--- src/rtl/tile_draw_arbiter.sv ---
// Rectangle-fill engine with a two-way arbiter feeding the vga_adapter pixel-write port.
// Define TILE_ARB_ROUND_ROBIN_EN for round-robin arbitration; the default build is fixed priority (req0 wins).
module tile_draw_arbiter #(
    parameter int X_W     = 10,
    parameter int Y_W     = 9,
    parameter int COLOR_W = 3,
    parameter int X_MAX   = 640,
    parameter int Y_MAX   = 480
) (
    input  logic               clock,
    input  logic               reset,
    input  logic               req0,
    input  logic               req1,
    input  logic [X_W-1:0]     x0_0,
    input  logic [X_W-1:0]     x0_1,
    input  logic [Y_W-1:0]     y0_0,
    input  logic [Y_W-1:0]     y0_1,
    input  logic [X_W-1:0]     w_0,
    input  logic [X_W-1:0]     w_1,
    input  logic [Y_W-1:0]     h_0,
    input  logic [Y_W-1:0]     h_1,
    input  logic [COLOR_W-1:0] col_0,
    input  logic [COLOR_W-1:0] col_1,
    output logic               done0,
    output logic               done1,
    output logic [X_W-1:0]     vga_x,
    output logic [Y_W-1:0]     vga_y,
    output logic [COLOR_W-1:0] vga_colour,
    output logic               vga_write,
    output logic               busy
);

    typedef enum logic [1:0] {
        IDLE = 2'd0,
        DRAW = 2'd1,
        DONE = 2'd2
    } state_t;

    localparam logic [X_W:0]   X_LIM = (X_W + 1)'(X_MAX);
    localparam logic [Y_W:0]   Y_LIM = (Y_W + 1)'(Y_MAX);
    localparam logic [X_W-1:0] X_ONE = 1;
    localparam logic [Y_W-1:0] Y_ONE = 1;

    state_t               state_q, state_d;
    logic                 grant_q, grant_d;
    logic [X_W-1:0]       x0_q, x0_d;
    logic [Y_W-1:0]       y0_q, y0_d;
    logic [X_W-1:0]       w_q, w_d;
    logic [Y_W-1:0]       h_q, h_d;
    logic [COLOR_W-1:0]   col_q, col_d;
    logic [X_W-1:0]       cx_q, cx_d;
    logic [Y_W-1:0]       cy_q, cy_d;

    logic [X_W-1:0]       vga_x_q, vga_x_d;
    logic [Y_W-1:0]       vga_y_q, vga_y_d;
    logic [COLOR_W-1:0]   vga_colour_q, vga_colour_d;
    logic                 vga_write_q, vga_write_d;
    logic                 done0_q, done0_d;
    logic                 done1_q, done1_d;
    logic                 busy_q, busy_d;

    logic                 grant_sel;
    logic [X_W-1:0]       sel_w;
    logic [Y_W-1:0]       sel_h;
    logic [X_W:0]         x_sum;
    logic [Y_W:0]         y_sum;

`ifdef TILE_ARB_ROUND_ROBIN_EN
    logic                 last_q, last_d;

    // Under contention the requester not granted last wins.
    always_comb begin
        grant_sel = (req0 && req1) ? ~last_q : req1;
    end
`else
    always_comb begin
        grant_sel = ~req0;
    end
`endif

    always_comb begin
        sel_w = grant_sel ? w_1 : w_0;
        sel_h = grant_sel ? h_1 : h_0;
    end

    always_ff @(posedge clock) begin
        if (reset) begin
            state_q      <= IDLE;
            grant_q      <= 1'b0;
            x0_q         <= '0;
            y0_q         <= '0;
            w_q          <= '0;
            h_q          <= '0;
            col_q        <= '0;
            cx_q         <= '0;
            cy_q         <= '0;
            vga_x_q      <= '0;
            vga_y_q      <= '0;
            vga_colour_q <= '0;
            vga_write_q  <= 1'b0;
            done0_q      <= 1'b0;
            done1_q      <= 1'b0;
            busy_q       <= 1'b0;
`ifdef TILE_ARB_ROUND_ROBIN_EN
            last_q       <= 1'b1;
`endif
        end else begin
            state_q      <= state_d;
            grant_q      <= grant_d;
            x0_q         <= x0_d;
            y0_q         <= y0_d;
            w_q          <= w_d;
            h_q          <= h_d;
            col_q        <= col_d;
            cx_q         <= cx_d;
            cy_q         <= cy_d;
            vga_x_q      <= vga_x_d;
            vga_y_q      <= vga_y_d;
            vga_colour_q <= vga_colour_d;
            vga_write_q  <= vga_write_d;
            done0_q      <= done0_d;
            done1_q      <= done1_d;
            busy_q       <= busy_d;
`ifdef TILE_ARB_ROUND_ROBIN_EN
            last_q       <= last_d;
`endif
        end
    end

    // cx_q/cy_q always name the pixel currently on the outputs while in DRAW.
    always_comb begin
        state_d = state_q;
        grant_d = grant_q;
        x0_d    = x0_q;
        y0_d    = y0_q;
        w_d     = w_q;
        h_d     = h_q;
        col_d   = col_q;
        cx_d    = cx_q;
        cy_d    = cy_q;
`ifdef TILE_ARB_ROUND_ROBIN_EN
        last_d  = last_q;
`endif
        case (state_q)
            IDLE: begin
                if (req0 || req1) begin
                    grant_d = grant_sel;
`ifdef TILE_ARB_ROUND_ROBIN_EN
                    last_d  = grant_sel;
`endif
                    x0_d    = grant_sel ? x0_1 : x0_0;
                    y0_d    = grant_sel ? y0_1 : y0_0;
                    w_d     = sel_w;
                    h_d     = sel_h;
                    col_d   = grant_sel ? col_1 : col_0;
                    cx_d    = '0;
                    cy_d    = '0;
                    state_d = (sel_w == '0 || sel_h == '0) ? DONE : DRAW;
                end
            end
            DRAW: begin
                if (cx_q == w_q - X_ONE) begin
                    cx_d = '0;
                    if (cy_q == h_q - Y_ONE) begin
                        state_d = DONE;
                    end else begin
                        cy_d = cy_q + Y_ONE;
                    end
                end else begin
                    cx_d = cx_q + X_ONE;
                end
            end
            DONE: begin
                state_d = IDLE;
            end
            default: begin
                state_d = IDLE;
            end
        endcase
    end

    // Outputs are registered from next-state values so the first pixel appears right after the grant edge.
    always_comb begin
        x_sum        = {1'b0, x0_d} + {1'b0, cx_d};
        y_sum        = {1'b0, y0_d} + {1'b0, cy_d};
        vga_x_d      = vga_x_q;
        vga_y_d      = vga_y_q;
        vga_colour_d = vga_colour_q;
        vga_write_d  = 1'b0;
        if (state_d == DRAW) begin
            vga_x_d      = x_sum[X_W-1:0];
            vga_y_d      = y_sum[Y_W-1:0];
            vga_colour_d = col_d;
            vga_write_d  = (x_sum < X_LIM) && (y_sum < Y_LIM);
        end
        done0_d = (state_d == DONE) && !grant_d;
        done1_d = (state_d == DONE) && grant_d;
        busy_d  = (state_d != IDLE);
    end

    assign vga_x      = vga_x_q;
    assign vga_y      = vga_y_q;
    assign vga_colour = vga_colour_q;
    assign vga_write  = vga_write_q;
    assign done0      = done0_q;
    assign done1      = done1_q;
    assign busy       = busy_q;

endmodule

--- config.mk ---
export PLATFORM = sky130hd
export DESIGN_NAME = tile_draw_arbiter
export DESIGN_NICKNAME = d
export VERILOG_FILES = /design/src/rtl/tile_draw_arbiter.sv
export SDC_FILE = /design/constraint.sdc
export NUM_CORES = 1
export LEC_CHECK = 0
export ABC_AREA = 1
export BUFFER_PORTS_ARGS = -buffer_cell sky130_fd_sc_hd__buf_2
export CORE_MARGIN = 3
export CORE_UTILIZATION = 55
export CTS_CLUSTER_SIZE = 30
export DETAILED_ROUTE_END_ITERATION = 7
export PLACE_DENSITY = 0.79
export SYNTH_ARGS = -nofsm -noshare
export SYNTH_HDL_FRONTEND = slang
export SYNTH_SLANG_ARGS = --single-unit
--- constraint.sdc ---
create_clock -name clock -period 10.88 [get_ports clock]
set_clock_uncertainty 0.05 [all_clocks]
set_input_delay 1.632 -clock clock [delete_from_list [all_inputs] [get_ports clock]]
set_output_delay 1.632 -clock clock [all_outputs]
set_load 0.03 [all_outputs]
== Yosys cells after proc, flatten, opt, wreduce, memory -nomap -nowiden ==
Index checks and enable logic that the tools add are counted.

* Flip-flop bits (word level): 89
* Bits of input ports: 86
* Output and inout port bits: 26
* Word-level logic and storage cells: 68

* Add/sub/neg operators: 6
* Magnitude comparators: 2
* Eq/ne operators: 5
* Muxes and demuxes: 25
* Bitwise gates (word level): 2
* Reduce and logical (&&, ||, !) cells: 12

{| class="wikitable"
|+ Operators by type and width
! cell !! count
|-
| two-way mux 9 bit || 7
|-
| two-way mux 10 bit || 6
|-
| case mux 10 bit (2 select lines) || 1
|-
| case mux 9 bit (2 select lines) || 1
|-
| adder 10 x 10 -> 11 bit || 1
|-
| < comparator 11 x 10 -> 1 bit, second input constant || 1
|-
| adder 10 x 1 -> 10 bit, second input constant || 1
|-
| adder 9 x 9 -> 10 bit || 1
|-
| == test 10 bit || 1
|-
| zero test 10 bit || 1
|-
| < comparator 10 x 9 -> 1 bit, second input constant || 1
|-
| subtractor 10 x 1 -> 10 bit, second input constant || 1
|-
| adder 9 x 1 -> 9 bit, second input constant || 1
|-
| == test 9 bit || 1
|-
| zero test 9 bit || 1
|-
| two-way mux 3 bit || 3
|-
| subtractor 9 x 1 -> 9 bit, second input constant || 1
|-
| two-way mux 2 bit || 4
|-
| == test 2 x 1 -> 1 bit, second input constant || 2
|-
| case mux 2 bit (2 select lines) || 1
|-
| logical AND 1 bit || 3
|-
| == test 2 bit, second input constant || 1
|-
| zero test 2 bit || 1
|-
| logical OR 1 bit || 2
|-
| other kinds (6) || 8
|}

== Logic depth before layout (Yosys ltp) ==
Gate-level depths: netlist of the first run.

* Depth in word-level cells: 9
* Depth in mapped cells: 31
* Gate-level depth less buffers: 31

== Worst setup path before layout of the first run ==
No wires, ideal clock.

* Path kind: input -> register
* Start point: input port req0
* End point: register vga_write_q, in the netlist vga_write
* Library setup time: 0.064 ns
* Arrival time: 4.154 ns
* Data required time: 10.766 ns
* Path slack: 6.612 ns
* Stages on the path: 17
* Buffers on the path: 2
* Cells stage by stage: buf_6 -> nor2_1 -> nor2_1 -> inv_1 -> clkbuf_1 -> o21ai_0 -> inv_1 -> ha_1 -> fa_1 -> nand3_1 -> nand2_1 -> a211o_1 -> xor2_1 -> nand2_1 -> a21oi_1 -> nand3_1 -> nor2_1

* Elaborated cells on any way between the ends: 27
* Those cells by class: add/sub (2); order compare (2); eq/ne (1); mux (15); bitwise (1); reduce/logical (6)

{| class="wikitable"
|+ RTL lines
! item !! line !! RTL
|-
| from (decl) || 12 || <nowiki>input logic req0,</nowiki>
|-
| two-way mux 10 bit / logical OR 1 bit (equally long branches) || 151, 146 ||
|-
| two-way mux 10 bit (*) || 146 || <nowiki>if (req0 || req1) begin</nowiki>
|-
| two-way mux 10 bit (*) || 144 || <nowiki>case (state_q)</nowiki>
|-
| net x0_d[0] || 46 || <nowiki>logic [X_W-1:0] x0_q, x0_d;</nowiki>
|-
| adder 10 x 10 -> 11 bit (*) || 184 || <nowiki>x_sum = {1'b0, x0_d} + {1'b0, cx_d};</nowiki>
|-
| < comparator 11 x 10 -> 1 bit (*) || 194 || <nowiki>vga_write_d = (x_sum < X_LIM) && (y_sum < Y_LIM);</nowiki>
|-
| logical AND 1 bit (*) || 194 ||
|-
| to (signal assigned) || 120 || <nowiki>vga_write_q <= vga_write_d;</nowiki>
|-
| to (decl) || 57 || <nowiki>logic vga_write_q, vga_write_d;</nowiki>
|}

Mark *: on every way through the listed nets, which the timed path passes. The rest lies on a longest branch.
A chain may end at the register's enable or synchronous reset.

== Final worst setup path of the first run ==
* Start point: input port req0
* End point: register vga_write_q, in the netlist vga_write

* Elaborated cells on any way between the ends: 27
* Those cells by class: add/sub (2); order compare (2); eq/ne (1); mux (15); bitwise (1); reduce/logical (6)

{| class="wikitable"
|+ RTL lines
! item !! line !! RTL
|-
| two-way mux 9 bit / logical OR 1 bit (equally long branches) || 152, 146 ||
|-
| two-way mux 9 bit (*) || 146 ||
|-
| two-way mux 9 bit (*) || 144 ||
|-
| net y0_d[0] || 47 || <nowiki>logic [Y_W-1:0] y0_q, y0_d;</nowiki>
|-
| adder 9 x 9 -> 10 bit (*) || 185 || <nowiki>y_sum = {1'b0, y0_d} + {1'b0, cy_d};</nowiki>
|-
| < comparator 10 x 9 -> 1 bit (*) || 194 ||
|-
| logical AND 1 bit (*) || 194 ||
|}

Marked as above.

==> results of run 1 <==
logic make-up (layout without fill, tap and decap cells):
| logic type | Yosys count | count (layout) | share of synthesized area [%] |
|---|---|---|---|
| buffers and inverters | 133 | 229 | 9.640 |
| AOI/OAI and AO/OA | 130 | 130 | 11.97 |
| adders and majority gates | 25 | 25 | 5.650 |
| muxes | 2 | 2 | 0.3451 |
| xor gates and xnor gates | 29 | 29 | 4.378 |
| and+or+nand+nor | 501 | 501 | 37.31 |
| DFF | 89 | 89 | 30.71 |
routing by layer:
metal,global-route usage (%),vias up,part of all wire (%)
met5,0,-,0
met4,5.771,0,1.2
met3,3.493,16,3.9
met2,41.57,111,48
met1,32.05,2615,47
li1,-,3062,-
sequential cells by signal, summed over array words and instances (netlist names):
signal and count:
cx_q 10, vga_x 10, w_q 10, x0_q 10
cy_q 9, h_q 9, vga_y 9, y0_q 9
col_q 3, vga_colour 3, state_q 2, busy 1
done0 1, done1 1, grant_q 1, vga_write 1
Yosys cell counts, types with 3 or more instances:
cell type	number
nand4_1	14
nor3_1	6
nand3_1	39
a31oi_1	6
o21ai_0	55
or2_1	4
nor2_4	3
o21ai_1	18
or2_2	21
inv_1	92
o21bai_1	3
xnor2_1	7
inv_2	7
clkbuf_1	23
nor2_2	8
nor2_1	125
nand3_2	5
nand2_2	5
ha_1	23
nand3b_1	3
buf_6	6
xor2_1	22
dfxtp_1	89
a21oi_1	39
nand2_1	262
report_power, final:
part	total, mW	internal [mW]	switching [mW]
Sequential	0.370	0.355	0.0154
Combinational	0.250	0.0878	0.162
Clock	0.210	0.0897	0.121
layout by cell type, fill, tap and decap left out, types with 7 or more instances in the layout:
cell type	netlist	final
a21oi_1	39	39
buf_2	1	111
clkbuf_8	0	10
dfxtp_1	89	89
ha_1	23	23
inv_1	92	92
inv_2	7	7
nand2_1	262	262
nand3_1	39	39
nand4_1	14	14
nor2_1	125	124
nor2_2	8	9
o21ai_0	55	55
o21ai_1	18	18
or2_2	21	21
xnor2_1	7	7
xor2_1	22	22
worst max-delay path: stages:
cell and delay (ns):
buf_2 0.63, nor2_1 0.15, nor2_2 0.16, buf_4 0.42, or2_2 0.19, o21ai_0 0.10, inv_1 0.09, ha_1 0.20
inv_1 0.08, fa_1 0.41, o21ai_0 0.30, nand2_1 0.12, nand2_1 0.07, nand2_1 0.04, nand2_1 0.06, xor2_1 0.14
inv_1 0.07, nand4_1 0.09, nand3_1 0.07, nor2_1 0.08
cell type report:
type,instances,area [sq um],share of cell area (%)
clock buffers,12,145.1,2.221
clock inverters,4,28.78,0.4404
inverters,100,377.9,5.783
multi-input cells,687,3463,53.01
flip-flops and latches,89,1782,27.27
well taps,133,166.4,2.547
repair buffers,113,570.5,8.732
through the flow:
stage / power [mW] / setup slack [ns]
floorplan: 0.5660 / 6.612
global placement: 0.6236 / 5.788
detailed placement: 0.6264 / 5.656
CTS: 0.8336 / 6.014
global route: 0.8828 / 5.624
finish: 0.8301 / 5.973
worst max path at each step:
stage / cells after the start / startpoint / slack, ns / to
global placement: 16 / req0 / 5.79 / vga_write
detailed placement: 16 / req0 / 5.66 / vga_write
finish: 20 / req0 / 5.97 / vga_write
CTS: 16 / req0 / 6.01 / vga_write
floorplan: 17 / req0 / 6.61 / vga_write
global route: 20 / req0 / 5.62 / vga_write
==> summary.txt, run 1 <==
Timing
  • WHS: 0.4356 ns
  • RSZ-0062 raised after global routing: false
  • Pins Over Slew Limit: 0
  • Worst-margin pin slew: 1.090 ns
  • Fin Setup TNS: 0 ns
  • Peak Freq: 203.8 MHz
  • Post-layout min period: 4.907 ns
  • Slew headroom: 27.28%
  • Hold Vio Cnt, Final: 0
  • Setup Viol. Count Final: 0
  • Tcrit/Tclk final: 45.10%

Placement
  • Placed cell area: 0.006360 sq mm
  • Post-DP HPWL: 10.68 mm
  • Post-Place Cells: 1122
  • Port Buffer Count: 111
  • GP Congestion: 0.9317

Floorplan
  • Die Width: 108.7 um
  • Die span in y: 108.7 um
  • DIE AREA: 0.01182 sq mm
  • # IOs: 112
  • Row count: 36
  • Initial core utilization: 58.02%
  • Core area: 0.01000 sq mm

Finish
  • Post-Layout Cell Count: 1138
  • Final Util: 65.34%
  • Final #Nets: 1111
  • Design Area, Final: 0.006534 sq mm
  • Area Overhead vs Synth: 12.62%
  • Antenna cells: 0
  • Layout cell share with drive strength beyond 1: 18.21%
  • Fill cells: 986

Hold path
  • Worst hold start: vga_colour[1]
  • Hold Path Sink: vga_colour[1]
  • Worst Hold Class: reg -> reg
  • Hold path depth: 2

Global routing
  • Vias in the first global route: 5279
  • Overall routing resource usage: 24.17%
  • First-pass GRT wire length: 23.27 mm
  • Grt ovf: 0
  • Initial antenna violation count: 0
  • Largest net degree at the start of global routing: 51

Pwr
  • Leakage power total: 3.561 nW
  • Pwr Density: 127.1 mW/mm^2
  • Maximum VDD drop: 0.06696 mV

Detailed routing
  • Routed vias/inst: 5.100
  • Drt pass-1 iters: 6
  • DRC: 0
  • Routed vias: 5804
  • Post-DRT Antenna Nets: 0
  • Final wirelength: 14.06 mm
  • Iteration-0 DRC Markers: 302
  • Drt wl/cell: 12.36 um

Worst setup path
  • R2R Path Start: w_q[0]
  • Crit Path Class: in -> reg
  • WP data arrival: 5.14 ns
  • Worst Reg-to-Reg Cells: 30
  • R2r setup slk: 6.95 ns
  • Critical-path maximum fanout: 50
  • Critical Path RT: 11.12 ns
  • Startpoint types: input pin
  • Crit path capture type: register
  • Worst reg2reg path endpoint: vga_write

Synthesis
  • Ys Warns: 0
  • Prevailing post-synth register cell: dfxtp_1
  • Register area share after synthesis: 30.71%
  • Syn avg cell area: 6.383 sq um
  • Netlist cell types: 42
  • Largest cells by area after synthesis: dfxtp_1, nand2_1, nor2_1
  • Synthesized instance count: 909
  • Number of synthesized flops with an enable pin: 0
  • Fraction of registers with async set/reset: 0%
  • Top cell type's share of synthesized area: 30.71%
  • Synth Cell Area: 0.005802 sq mm
  • #FFs+latches synth: 89
  • Post-synth top area cell: dfxtp_1
  • Mapped Nets: 1020

Clock network
  • # clock sinks: 89
  • CTS tree: done
  • TritonCTS Buffers: 9
  • CTS max path bufs: 2
  • Hold_buf cts: 0
  • Clk_lat worst skew: 0.35 ns
  • Clock transition at path regs: 0.08 ns
  • CTS H-tree depth: 3
  • Post-CTS sizing: 0
  • Root Buffer: clkbuf_8
  • Number of setup buffers added after CTS: 0

Job
  • Max-Cap Viols: 0

Run status
  • Run status: completed
(Power assumes the default switching activity.)
==> run 2, diff against run 1 <==
- ABC_AREA: 1 -> 0
- CORE_UTILIZATION: 55 -> 51
- PLACE_DENSITY: 0.79 -> 0.78
- clock period: 10.88 -> 4.2 ns (I/O delays scaled with it)
==> run 2 against run 1 <==
Net effect:
- the run now ends with setup timing left
- global-route usage increased by 1.3 points
- count of clock-buffer cells in the layout shrank 1
- power increased to 3.0 times the previous value
- area after synthesis decreased by 0.88%
- register-to-register slack worse by 7.0 ns
- largest cell class unchanged
==> summary.txt, run 2 <==
Detailed routing
  • Routed vias/inst: 5.874
  • Drt wl/cell: 16.86 um
  • Drt pass-1 iters: 5
  • DRC: 0
  • Post-DRT Antenna Nets: 0
  • Routed vias: 5757
  • Final wirelength: 16.52 mm
  • Iteration-0 DRC Markers: 291

Synthesis
  • Synth Area in XOR/XNOR: 4.721%
  • Netlist cell types: 66
  • Top cell type's share of synthesized area: 30.98%
  • Largest family of logic cells by synthesized area: simple AND/OR/NAND/NOR gates
  • #FFs+latches synth: 89
  • Mapped Nets: 796
  • Commonest cells in the netlist: dfxtp_1, nand2_1, mux2i_1, nor2_1
  • Largest cells by area after synthesis: dfxtp_1, mux2i_1, ha_1
  • Number of synthesized flops with an enable pin: 0
  • Count leader, synth: dfxtp_1
  • Register area share after synthesis: 30.98%
  • Syn avg cell area: 8.395 sq um
  • Synth Area in Simple Gates: 25.85%
  • Area share of fa/ha/maj cells after synthesis: 5.701%
  • Ys Warns: 0
  • Synthesized instance count: 685
  • Post-synth top area cell: dfxtp_1
  • Fraction of registers with async set/reset: 0%
  • Prevailing post-synth register cell: dfxtp_1
  • Mux contribution to synthesized area: 13.38%
  • Synth Cell Area: 0.005751 sq mm
  • Post-synthesis compound-gate area fraction: 15.38%

Floorplan
  • Core area: 0.01094 sq mm
  • Row count: 38
  • Initial core utilization: 52.59%
  • # IOs: 112
  • Die Width: 112.2 um
  • DIE AREA: 0.01259 sq mm
  • Die span in y: 112.2 um

Worst setup path
  • R2r setup slk: -0.08 ns
  • CP bufs+invs: 3
  • Crit path capture type: register
  • Worst path slowest cell: or4_4
  • Critical path depth: 17
  • Critical Path RT: 4.39 ns
  • Slowest stage delay, CP: 0.50 ns
  • Worst Reg-to-Reg Cells: 17
  • CP top delay family: simple AND/OR/NAND/NOR gates
  • WP data arrival: 4.48 ns
  • Crit Path Class: reg -> reg
  • CP Cell Sequence: buf_6, nor2b_1, or3_4, a31oi_2, nand4_1, or3_4, or4_4, mux2i_2, ha_1, buf_6, nand3_4, o211ai_1, o41a_1, xnor2_2, buf_4, nor2_2, mux2_4
  • Critical-path maximum fanout: 5
  • Startpoint types: register

Finish
  • Final Util: 68.89%
  • Layout cell share with drive strength beyond 1: 35.60%
  • Most frequent cells in the layout: buf_2, dfxtp_1, nand2_1, buf_4, mux2i_1
  • Antenna cells: 0
  • Final #Nets: 946
  • Fill cells: 813
  • Design Area, Final: 0.007533 sq mm
  • Most common cell after layout, fill and taps aside: buf_2
  • Area Overhead vs Synth: 31.01%

Timing
  • WHS: 0.4141 ns
  • Setup Viol. Count Final: 3
  • Pins Over Slew Limit: 0
  • Slew headroom: 44.54%
  • Hold Vio Cnt, Final: 0
  • Peak Freq: 233.5 MHz
  • RSZ-0062 raised after global routing: true
  • Worst-margin pin slew: 0.8211 ns
  • Setup ws final: -0.08306 ns
  • Post-layout min period: 4.283 ns
  • Tcrit/Tclk final: 102.0%

Job
  • Max-Cap Viols: 0

Clock network
  • Root Buffer: clkbuf_16
  • # clock sinks: 89
  • Hold_buf cts: 0
  • Clk_lat worst skew: 0.35 ns
  • CTS max path bufs: 2
  • TritonCTS Buffers: 9
  • Clock transition at path regs: 0.07 ns
  • CTS H-tree depth: 3
  • CTS tree: done

Global routing
  • Largest net degree at the start of global routing: 55
  • Initial antenna violation count: 0
  • Vias in the first global route: 5717
  • Overall routing resource usage: 25.51%
  • First-pass GRT wire length: 26.79 mm
  • Grt ovf: 0

Hold path
  • Worst Hold Class: reg -> reg
  • Hold path depth: 2

Run status
  • Violated checks: setup timing
  • Run status: complete, but fails checks

Placement
  • Port Buffer Count: 111
  • Post-DP HPWL: 11.63 mm
  • Placed cell area: 0.006716 sq mm
  • Dpl ws: -0.2843 ns
  • GP Congestion: 0.9846

Pwr
  • Tot Pwr: 2.513 mW
  • Leakage power total: 3.403 nW
  • Maximum VDD drop: 0.2031 mV
  • Pwr Density: 333.5 mW/mm^2
[run 2: per-stage QoR]
stage | TNS (ns) | cells
final | -0.2177 | 980
after global routing | -0.7440 | 980
after CTS | -0.1113 | 970
after detailed placement | -0.9467 | 946
after global placement | -0.08726 | 946
after floorplan | 0 | 685
[run 2: what timing repair did]
action / CTS / global route
setup buffers: 8 / 11
pin swaps: 17 / 22
hold endpoints to repair: 0 / 0
gates resized for setup: 54 / 40
endpoints found under the setup margin: 7 / 8
[run 2: path summary, 6_finish.rpt]
| kind | endpoint | start |
|---|---|---|
| setup / recovery | vga_y[7] | w_q[3] |
| hold / removal | vga_y[2] | vga_y[2] |
| setup reg to reg | vga_y[7] | w_q[3] |
| hold reg to reg | vga_y[2] | vga_y[2] |
[run 2: cells by family (layout without fill, tap and decap cells)]
logic type                 count (synthesis)  after routing
and+or+nand+nor                          286            286
AOI/OAI and AO/OA                        125            125
DFF                                       89             89
muxes                                     75             75
buffers and inverters                     54            209
xor gates and xnor gates                  31             31
adders and majority gates                 25             25
[run 2: tightest hold or removal path, cell delays in order, from the launching register on]
cell and delay [ns]:
dfxtp_1 0.31, nand2_1 0.05, mux2i_1 0.05
[run 2: layer usage]
metal / GRT usage, % / vias up / part of all wire, %
li1: - / 2781 / -
met1: 32.22 / 2718 / 43
met2: 43.15 / 218 / 48
met3: 5.391 / 40 / 6.8
met4: 9.135 / 0 / 2.6
met5: 0 / - / 0
[run 2: final cells by class]
| cell class | count | area (sq um) | area share [%] |
|---|---|---|---|
| sequential | 89 | 1797 | 23.85 |
| clock buffer | 11 | 242.7 | 3.222 |
| tap | 140 | 175.2 | 2.325 |
| multi-input combinational | 542 | 4090 | 54.29 |
| timing repair buffer | 184 | 1131 | 15.01 |
| clock inverter | 5 | 63.81 | 0.8470 |
| inverter | 9 | 33.78 | 0.4484 |
[run 2: report_power, final]
group,total [mW],internal (mW),switching [mW]
combinational,0.723,0.328,0.396
sequential,0.952,0.911,0.0413
clock,0.837,0.483,0.354
